--- config.mk ---
export PLATFORM = sky130hd
export DESIGN_NAME = jk_bank_sequencer
export DESIGN_NICKNAME = d
export VERILOG_FILES = /design/src/rtl/jk_bank_sequencer.sv
export SDC_FILE = /design/constraint.sdc
export NUM_CORES = 1
export LEC_CHECK = 0
export BUFFER_PORTS_ARGS = -buffer_cell sky130_fd_sc_hd__buf_4
export CORE_ASPECT_RATIO = 0.75
export CORE_MARGIN = 2
export CORE_UTILIZATION = 55
export CTS_BUF_LIST = sky130_fd_sc_hd__clkbuf_16
export DETAILED_ROUTE_END_ITERATION = 8
export HOLD_SLACK_MARGIN = 0.12
export PLACE_DENSITY = 0.82
export SKIP_LAST_GASP = 1
export SYNTH_ARGS = -nofsm -noshare
export SYNTH_HDL_FRONTEND = slang
export SYNTH_SLANG_ARGS = --single-unit
export TNS_END_PERCENT = 100
--- constraint.sdc ---
create_clock -name clk -period 4.3 [get_ports clk]
set_input_delay 0.86 -clock clk [delete_from_list [all_inputs] [get_ports clk]]
set_output_delay 0.86 -clock clk [all_outputs]
set_load 0.01 [all_outputs]
--- src/rtl/jk_bank_sequencer.sv ---
// Command-driven sequencer for a bank of JK flip-flops: clear, load and
// count up/down (via JK toggle masks derived from the bank's Q read-back).
module jk_bank_sequencer #(
  parameter int unsigned WIDTH = 4,
  parameter int unsigned CW    = 8
) (
  input  logic             clk,
  input  logic             rst_n,
  input  logic             cmd_valid_i,
  output logic             cmd_ready_o,
  input  logic [1:0]       cmd_op_i,
  input  logic [WIDTH-1:0] cmd_data_i,
  input  logic [CW-1:0]    cmd_steps_i,
  input  logic [WIDTH-1:0] q_vec_i,
  output logic [WIDTH-1:0] j_vec_c_o,
  output logic [WIDTH-1:0] k_vec_c_o,
  output logic             busy_o,
  output logic             done_o,
  output logic             wrapped_o
);

  typedef enum logic [1:0] {S_IDLE, S_EXEC, S_DONE} state_e;
  typedef enum logic [1:0] {OP_CLEAR, OP_LOAD, OP_UP, OP_DOWN} op_e;

  state_e           state_q, state_d;
  op_e              op_q, op_d;
  logic [WIDTH-1:0] data_q, data_d;
  logic [CW-1:0]    cnt_q, cnt_d;
  logic             wrap_q, wrap_d;
  logic             wrapped_q, wrapped_d;
  logic             ready_q, ready_d;
  logic             busy_q, busy_d;
  logic             done_q, done_d;

  logic [WIDTH-1:0] mask_c;
  logic             chain_c;

  // Toggle mask: bit i flips when all lower bits are 1 (up) or 0 (down).
  // The chain left over after the top bit means the whole vector is at the wrap value.
  always_comb begin
    mask_c  = '0;
    chain_c = 1'b1;
    for (int i = 0; i < int'(WIDTH); i++) begin
      mask_c[i] = chain_c;
      chain_c   = chain_c & ((op_q == OP_UP) ? q_vec_i[i] : ~q_vec_i[i]);
    end
  end

  always_ff @(posedge clk or negedge rst_n) begin
    if (!rst_n) begin
      state_q   <= S_IDLE;
      op_q      <= OP_CLEAR;
      data_q    <= '0;
      cnt_q     <= '0;
      wrap_q    <= 1'b0;
      wrapped_q <= 1'b0;
      ready_q   <= 1'b1;
      busy_q    <= 1'b0;
      done_q    <= 1'b0;
    end else begin
      state_q   <= state_d;
      op_q      <= op_d;
      data_q    <= data_d;
      cnt_q     <= cnt_d;
      wrap_q    <= wrap_d;
      wrapped_q <= wrapped_d;
      ready_q   <= ready_d;
      busy_q    <= busy_d;
      done_q    <= done_d;
    end
  end

  always_comb begin
    state_d   = state_q;
    op_d      = op_q;
    data_d    = data_q;
    cnt_d     = cnt_q;
    wrap_d    = wrap_q;
    wrapped_d = wrapped_q;
    j_vec_c_o = '0;
    k_vec_c_o = '0;

    case (state_q)
      S_IDLE: begin
        if (cmd_valid_i) begin
          op_d      = op_e'(cmd_op_i);
          data_d    = cmd_data_i;
          cnt_d     = cmd_steps_i;
          wrap_d    = 1'b0;
          wrapped_d = 1'b0;
          state_d   = S_EXEC;
        end
      end
      S_EXEC: begin
        case (op_q)
          OP_CLEAR: begin
            k_vec_c_o = '1;
            state_d   = S_DONE;
          end
          OP_LOAD: begin
            j_vec_c_o = data_q;
            k_vec_c_o = ~data_q;
            state_d   = S_DONE;
          end
          default: begin
            // A zero step count spends one hold cycle in EXEC.
            if (cnt_q != '0) begin
              j_vec_c_o = mask_c;
              k_vec_c_o = mask_c;
              cnt_d     = cnt_q - CW'(1);
              if (chain_c) wrap_d = 1'b1;
            end
            if (cnt_q <= CW'(1)) state_d = S_DONE;
          end
        endcase
      end
      S_DONE: begin
        wrapped_d = wrap_q;
        state_d   = S_IDLE;
      end
      default: state_d = S_IDLE;
    endcase

    ready_d = (state_d == S_IDLE);
    busy_d  = (state_d != S_IDLE);
    done_d  = (state_d == S_DONE);
  end

  assign cmd_ready_o = ready_q;
  assign busy_o      = busy_q;
  assign done_o      = done_q;
  assign wrapped_o   = wrapped_q;

endmodule

==> results of run 1 <==
==> logic make-up after synthesis <==
family	Yosys count	synth area share
and+or+nand+nor	63	0.243
AOI/OAI and AO/OA	45	0.259
DFF	21	0.409
buffers and inverters	16	0.0544
adders and majority gates	2	0.0194
xor gates and xnor gates	1	0.00680
muxes	1	0.00875
==> cell usage in the layout, fill, tap and decap left out, types with 8 or more instances in the layout <==
master and count:
o21ai_0 9, dfrtp_1 20, nand2_1 26, buf_4 32, nor2_1 16, a21oi_1 13
inv_1 8
==> stage by stage <==
step	instances	hold WS [ns]
after floorplan	149	0.447
after global placement	197	0.468
after detailed placement	197	0.485
after CTS	201	0.489
after global routing	201	0.500
final	201	0.483
==> report_power, final <==
part           switching [W]  internal [W]  total (W)
sequential          0.000116      0.000293   0.000409
combinational       0.000318      0.000262   0.000580
clock              0.0000686      0.000124   0.000192
total               0.000503      0.000679    0.00118
==> critical path, cell delays in order (launching register included) <==
cell     delay, ns
dfrtp_1       0.41
inv_1         0.11
ha_1          0.21
or3b_1        0.47
o41ai_2       0.60
nor2_1        0.12
buf_4         0.17
==> cell type report <==
type / instances / area [um^2] / area share
inverter: 7 / 26.3 / 0.0165
multi-input combinational: 112 / 691 / 0.433
tap: 25 / 31.3 / 0.0196
sequential: 21 / 527 / 0.330
clock buffer: 3 / 75.1 / 0.0471
timing repair buffer: 32 / 240 / 0.151
clock inverter: 1 / 3.75 / 0.00235
==> routing by layer <==
| metal | global-route usage | part of all wire | routed length [um] | vias to the layer above |
|---|---|---|---|---|
| met3 | 0.0625 | 0.047 | 143 | 0 |
| li1 | - | - | - | 589 |
| met1 | 0.337 | 0.45 | 1380 | 559 |
| met2 | 0.391 | 0.50 | 1550 | 29 |
| met5 | 0 | 0 | 0 | - |
| met4 | 0.0400 | 0 | 0 | 0 |
==> worst paths after layout <==
check	start	end	slack [ns]
max reg2reg	cnt_q[0]$_DFFE_PN0P_	cnt_q[2]$_DFFE_PN0P_	2.12
max	cnt_q[0]$_DFFE_PN0P_	j_vec_c_o[2]	1.10
max in group asynchronous	rst_n	cmd_ready_o$_DFF_PN1_	3.55
min in group clk	wrap_q$_DFFE_PN0P_	wrap_q$_DFFE_PN0P_	0.50
min	rst_n	cnt_q[0]$_DFFE_PN0P_	0.48
min reg2reg	wrap_q$_DFFE_PN0P_	wrap_q$_DFFE_PN0P_	0.50
==> sequential cells by signal (all words and copies together) (netlist names) <==
name and count:
busy_o 1, cmd_ready_o 1, cnt_q 8, data_q 4
done_o 1, op_q 2, state_q 2, wrap_q 1
wrapped_o 1
==> out/metrics.yaml, run 1 <==
grt_pass1_vias: 1052
place_hpwl_mm: 2.20
synth_most_common_cell: "nand2_1"
routabilityCongestion: 0.766
path_class: "register to output port"
async_reset_ff_frac: 1.00
dr.first_iter.drc_count: 91
hold_path.class: "input port to asynchronous set/reset pin"
htree_levels: 1
rsz0062_at_grt: "false"
clockBufferDepth: 2
status: "completed"
power_w: 0.00118
cts_resized: 0
ff2ff_path_depth: 6
ctsHoldBuffers: 0
hold_violations: 0
synth_top_area_share: 0.389
nets: 200
max_freq_mhz: 312
end_kind: "output port"
yosysSeqAreaShare: 0.409
vias: 1177
synth_cell_types: 43
final_max_slew_viol_count: 0
place_area_um2: 1520
grt_pass1_wl_mm: 4.89
synth.area.top_cells: "dfrtp_1 39%, nand2_1 7.6%, a21oi_1 5.1%"
post_cts_buffers: 0
syn_to_final_growth_pct: 23.8
numCtsBuffers: 3
clk_latency_ns: 0.25
track_usage: 0.244
ys_ff_latch: 21
synth_ff_type: "dfrtp_1"
cap_violations: 0
die_width_um: 59.9
finalSetupViolations: 0
total_leakage_power_nw: 0.746
fin_tns_setup_ns: 0
antenna_found_initial: 0
yosys.area.top_type: "dfrtp_1"
tightest_slew_ns: 0.813
ctsRootBufferMaster: "clkbuf_16"
die_y_um: 45.9
required_ns: 3.44
vias_per_cell: 5.86
ant_nets: 0
critPathArrivalTime_ns: 2.34
wl_per_cell_um: 15.3
path_clk_slew_ns: 0.06
setup_slack_ns: 1.10
yosys_warnings: 0
slew_headroom: 0.457
firstDrtPassIters: 4
powerDensity_nw_per_um2: 741
timing.final.crit_share: 0.745
post-route-util: 0.708
rows: 15
synthCells: 149
drive_gt1_frac: 0.267
clock_skew_ns: 0.00196
dp_slack_ns: 1.38
cts_tree: "built"
grt.overflow.total: 0
start_util: 0.572
diodes: 0
critPathLaunchType: "register"
synth-edff-count: 0
drc: 0
syn_nets: 172
portBuffers: 32
stdcell_area_um2: 1590
peakVddDrop_mv: 0.379
cts_sinks: 21
avgSynthCellArea_um2: 8.64
core-area_um2: 2250
period_needed_ns: 3.20
fill_cells: 177
routed_wl_mm: 3.08
grt_start_max_net_pins: 22
crit_fanout: 8
synth_area_um2: 1290
synth_commonest_cells: "26 x nand2_1, 20 x dfrtp_1, 16 x nor2_1"
ios: 33
dieArea_um2: 2750
No activity file was read; power rests on OpenSTA's default activity.
==> run 2, diff against run 1 <==
Settings changed: CORE_UTILIZATION 55 to 52, PLACE_DENSITY 0.82 to 0.79.
Clock period 4.3 ns to 3 ns, I/O delays scaled along.
==> run 2 against run 1 <==
Register-to-register slack worse by 1.3 ns. Flip-flop and latch count stayed put. Largest power group unchanged. Wire length is 2.4% lower. Critical path type unchanged. Power is 45% higher. Non-clock buffer count is 1 higher.
==> out/metrics.yaml, run 2 (synthesis results as in run 1) <==
rows: 15
r2r_start: "cnt_q[0]$_DFFE_PN0P_"
dieArea_um2: 2890
power.internal_w: 0.000989
cpMaxStageDelayCell: "or3b_1"
wl_per_cell_um: 14.2
place_area_um2: 1530
vias_per_cell: 5.65
use_met3: 0.0551
numCtsBuffers: 3
pwr-share-clk: 0.162
path_class: "register to output port"
die_y_um: 47.1
track_usage: 0.217
top_regs: "cnt_q (8), data_q (4)"
pwr-share-seq: 0.341
grt.overflow.total: 0
stdcell_area_um2: 1620
drc: 0
firstDrtPassIters: 4
peakVddDrop_mv: 0.444
antenna_found_initial: 0
max_freq_mhz: 351
portBuffers: 32
ant_nets: 0
finalSetupViolations: 0
grt_start_max_net_pins: 22
place_hpwl_mm: 2.12
total_leakage_power_nw: 0.757
status: "completed"
vias: 1193
crit_start: "cnt_q[0]$_DFFE_PN0P_"
tightest_slew_ns: 0.733
timing.final.crit_share: 0.949
regMostFlops: "cnt_q"
start_util: 0.553
powerDensity_nw_per_um2: 1050
grt.busiest_layer: "met2"
layout_common_cells: "33 x buf_4, 26 x nand2_1, 20 x dfrtp_1, 16 x nor2_1, 13 x a21oi_1"
grt_pass1_wl_mm: 4.49
final_max_slew_viol_count: 0
cap_violations: 0
critPathLaunchType: "register"
use_met1: 0.279
switching_share: 0.422
path_clk_slew_ns: 0.06
clockBufferDepth: 2
ctsRootBufferMaster: "clkbuf_16"
grt_pass1_vias: 1021
ios: 33
diodes: 0
rsz0062_at_grt: "false"
fin_tns_setup_ns: 0
syn_to_final_growth_pct: 26.1
slew_headroom: 0.511
crit_fanout: 8
crit_chain: "inv_1 > ha_1 > or3b_1 > o41ai_4 > a311oi_1 > buf_4"
p_switching_w: 0.000723
mostFrequentLayoutCell: "buf_4"
cts_sinks: 21
hold_path.class: "input port to asynchronous set/reset pin"
hold_violations: 0
end_kind: "output port"
period_needed_ns: 2.85
htree_levels: 1
routabilityCongestion: 0.789
p_comb_frac: 0.496
core-area_um2: 2330
largest_register_ffs: 8
cts_tree: "built"
critPathArrivalTime_ns: 2.25
routed_wl_mm: 3.00
clk_latency_ns: 0.25
drive_gt1_frac: 0.271
clock_skew_ns: 0.00262
required_ns: 2.40
dr.first_iter.drc_count: 44
slowest_delay_ns: 0.50
met2_usage: 0.370
die_width_um: 61.5
nets: 201
-- run 2: changes by cell type in the layout (fill, tap and decap cells not counted) --
cell | before | now
o41ai_4 | 0 | 1
buf_4 | 32 | 33
o41ai_2 | 1 | 0
-- run 2: what timing repair did --
action                     CTS  global route
buffers inserted             0             0
gates resized for setup      0             1
setup endpoints to repair    0             8
hold buffers                 0             0
-- run 2: layout make-up --
cell class,count,area (um^2)
clock buffers,3,75.1
repair buffers,33,248
inverters,7,26.3
fillers,191,703
flip-flops and latches,21,527
clock inverters,1,3.75
multi-input cells,112,702
well taps,34,42.5
-- run 2: critical path, delay by kind of cell, from the launching register on --
kind / cells / cell delay (ns)
buf+inv: 2 / 0.30
flops: 1 / 0.40
fa+ha+maj: 1 / 0.23
simple gates: 1 / 0.50
compound gates: 2 / 0.57
-- run 2: power groups by stage --
stage	Combinational [W]	Sequential [W]	Clock (W)
after floorplan	0.000637	0.000519	0
after global placement	0.000804	0.000570	0
after detailed placement	0.000832	0.000577	0
after CTS	0.000839	0.000577	0.000280
after global routing	0.000941	0.000606	0.000293
final	0.000849	0.000584	0.000278
-- run 2: per-layer routing --
metal	vias up	share of wire
met5	-	0
met4	0	0.010
met3	5	0.064
met2	40	0.48
met1	562	0.44
li1	586	-
-- run 2: worst paths after layout --
check	end	slack, ns	depth (start not counted)
min reg2reg	wrap_q$_DFFE_PN0P_	0.49	2
max reg2reg	cnt_q[7]$_DFFE_PN0P_	0.81	6
max	j_vec_c_o[1]	0.15	6
min in group clk	wrap_q$_DFFE_PN0P_	0.49	2
max in group asynchronous	cmd_ready_o$_DFF_PN1_	2.51	1
min	cnt_q[0]$_DFFE_PN0P_	0.22	1
-- run 2: metrics by stage --
step	hold slack (ns)	std cells	utilization	setup WS, ns	power, W
final	0.220	211	0.698	0.153	0.00171
after global routing	0.243	211	0.698	0.0413	0.00184
after CTS	0.231	211	0.693	0.0178	0.00170
after detailed placement	0.478	207	0.659	0.319	0.00141
after global placement	0.476	207	0.659	0.421	0.00137
after floorplan	0.304	149	-	0.628	0.00116
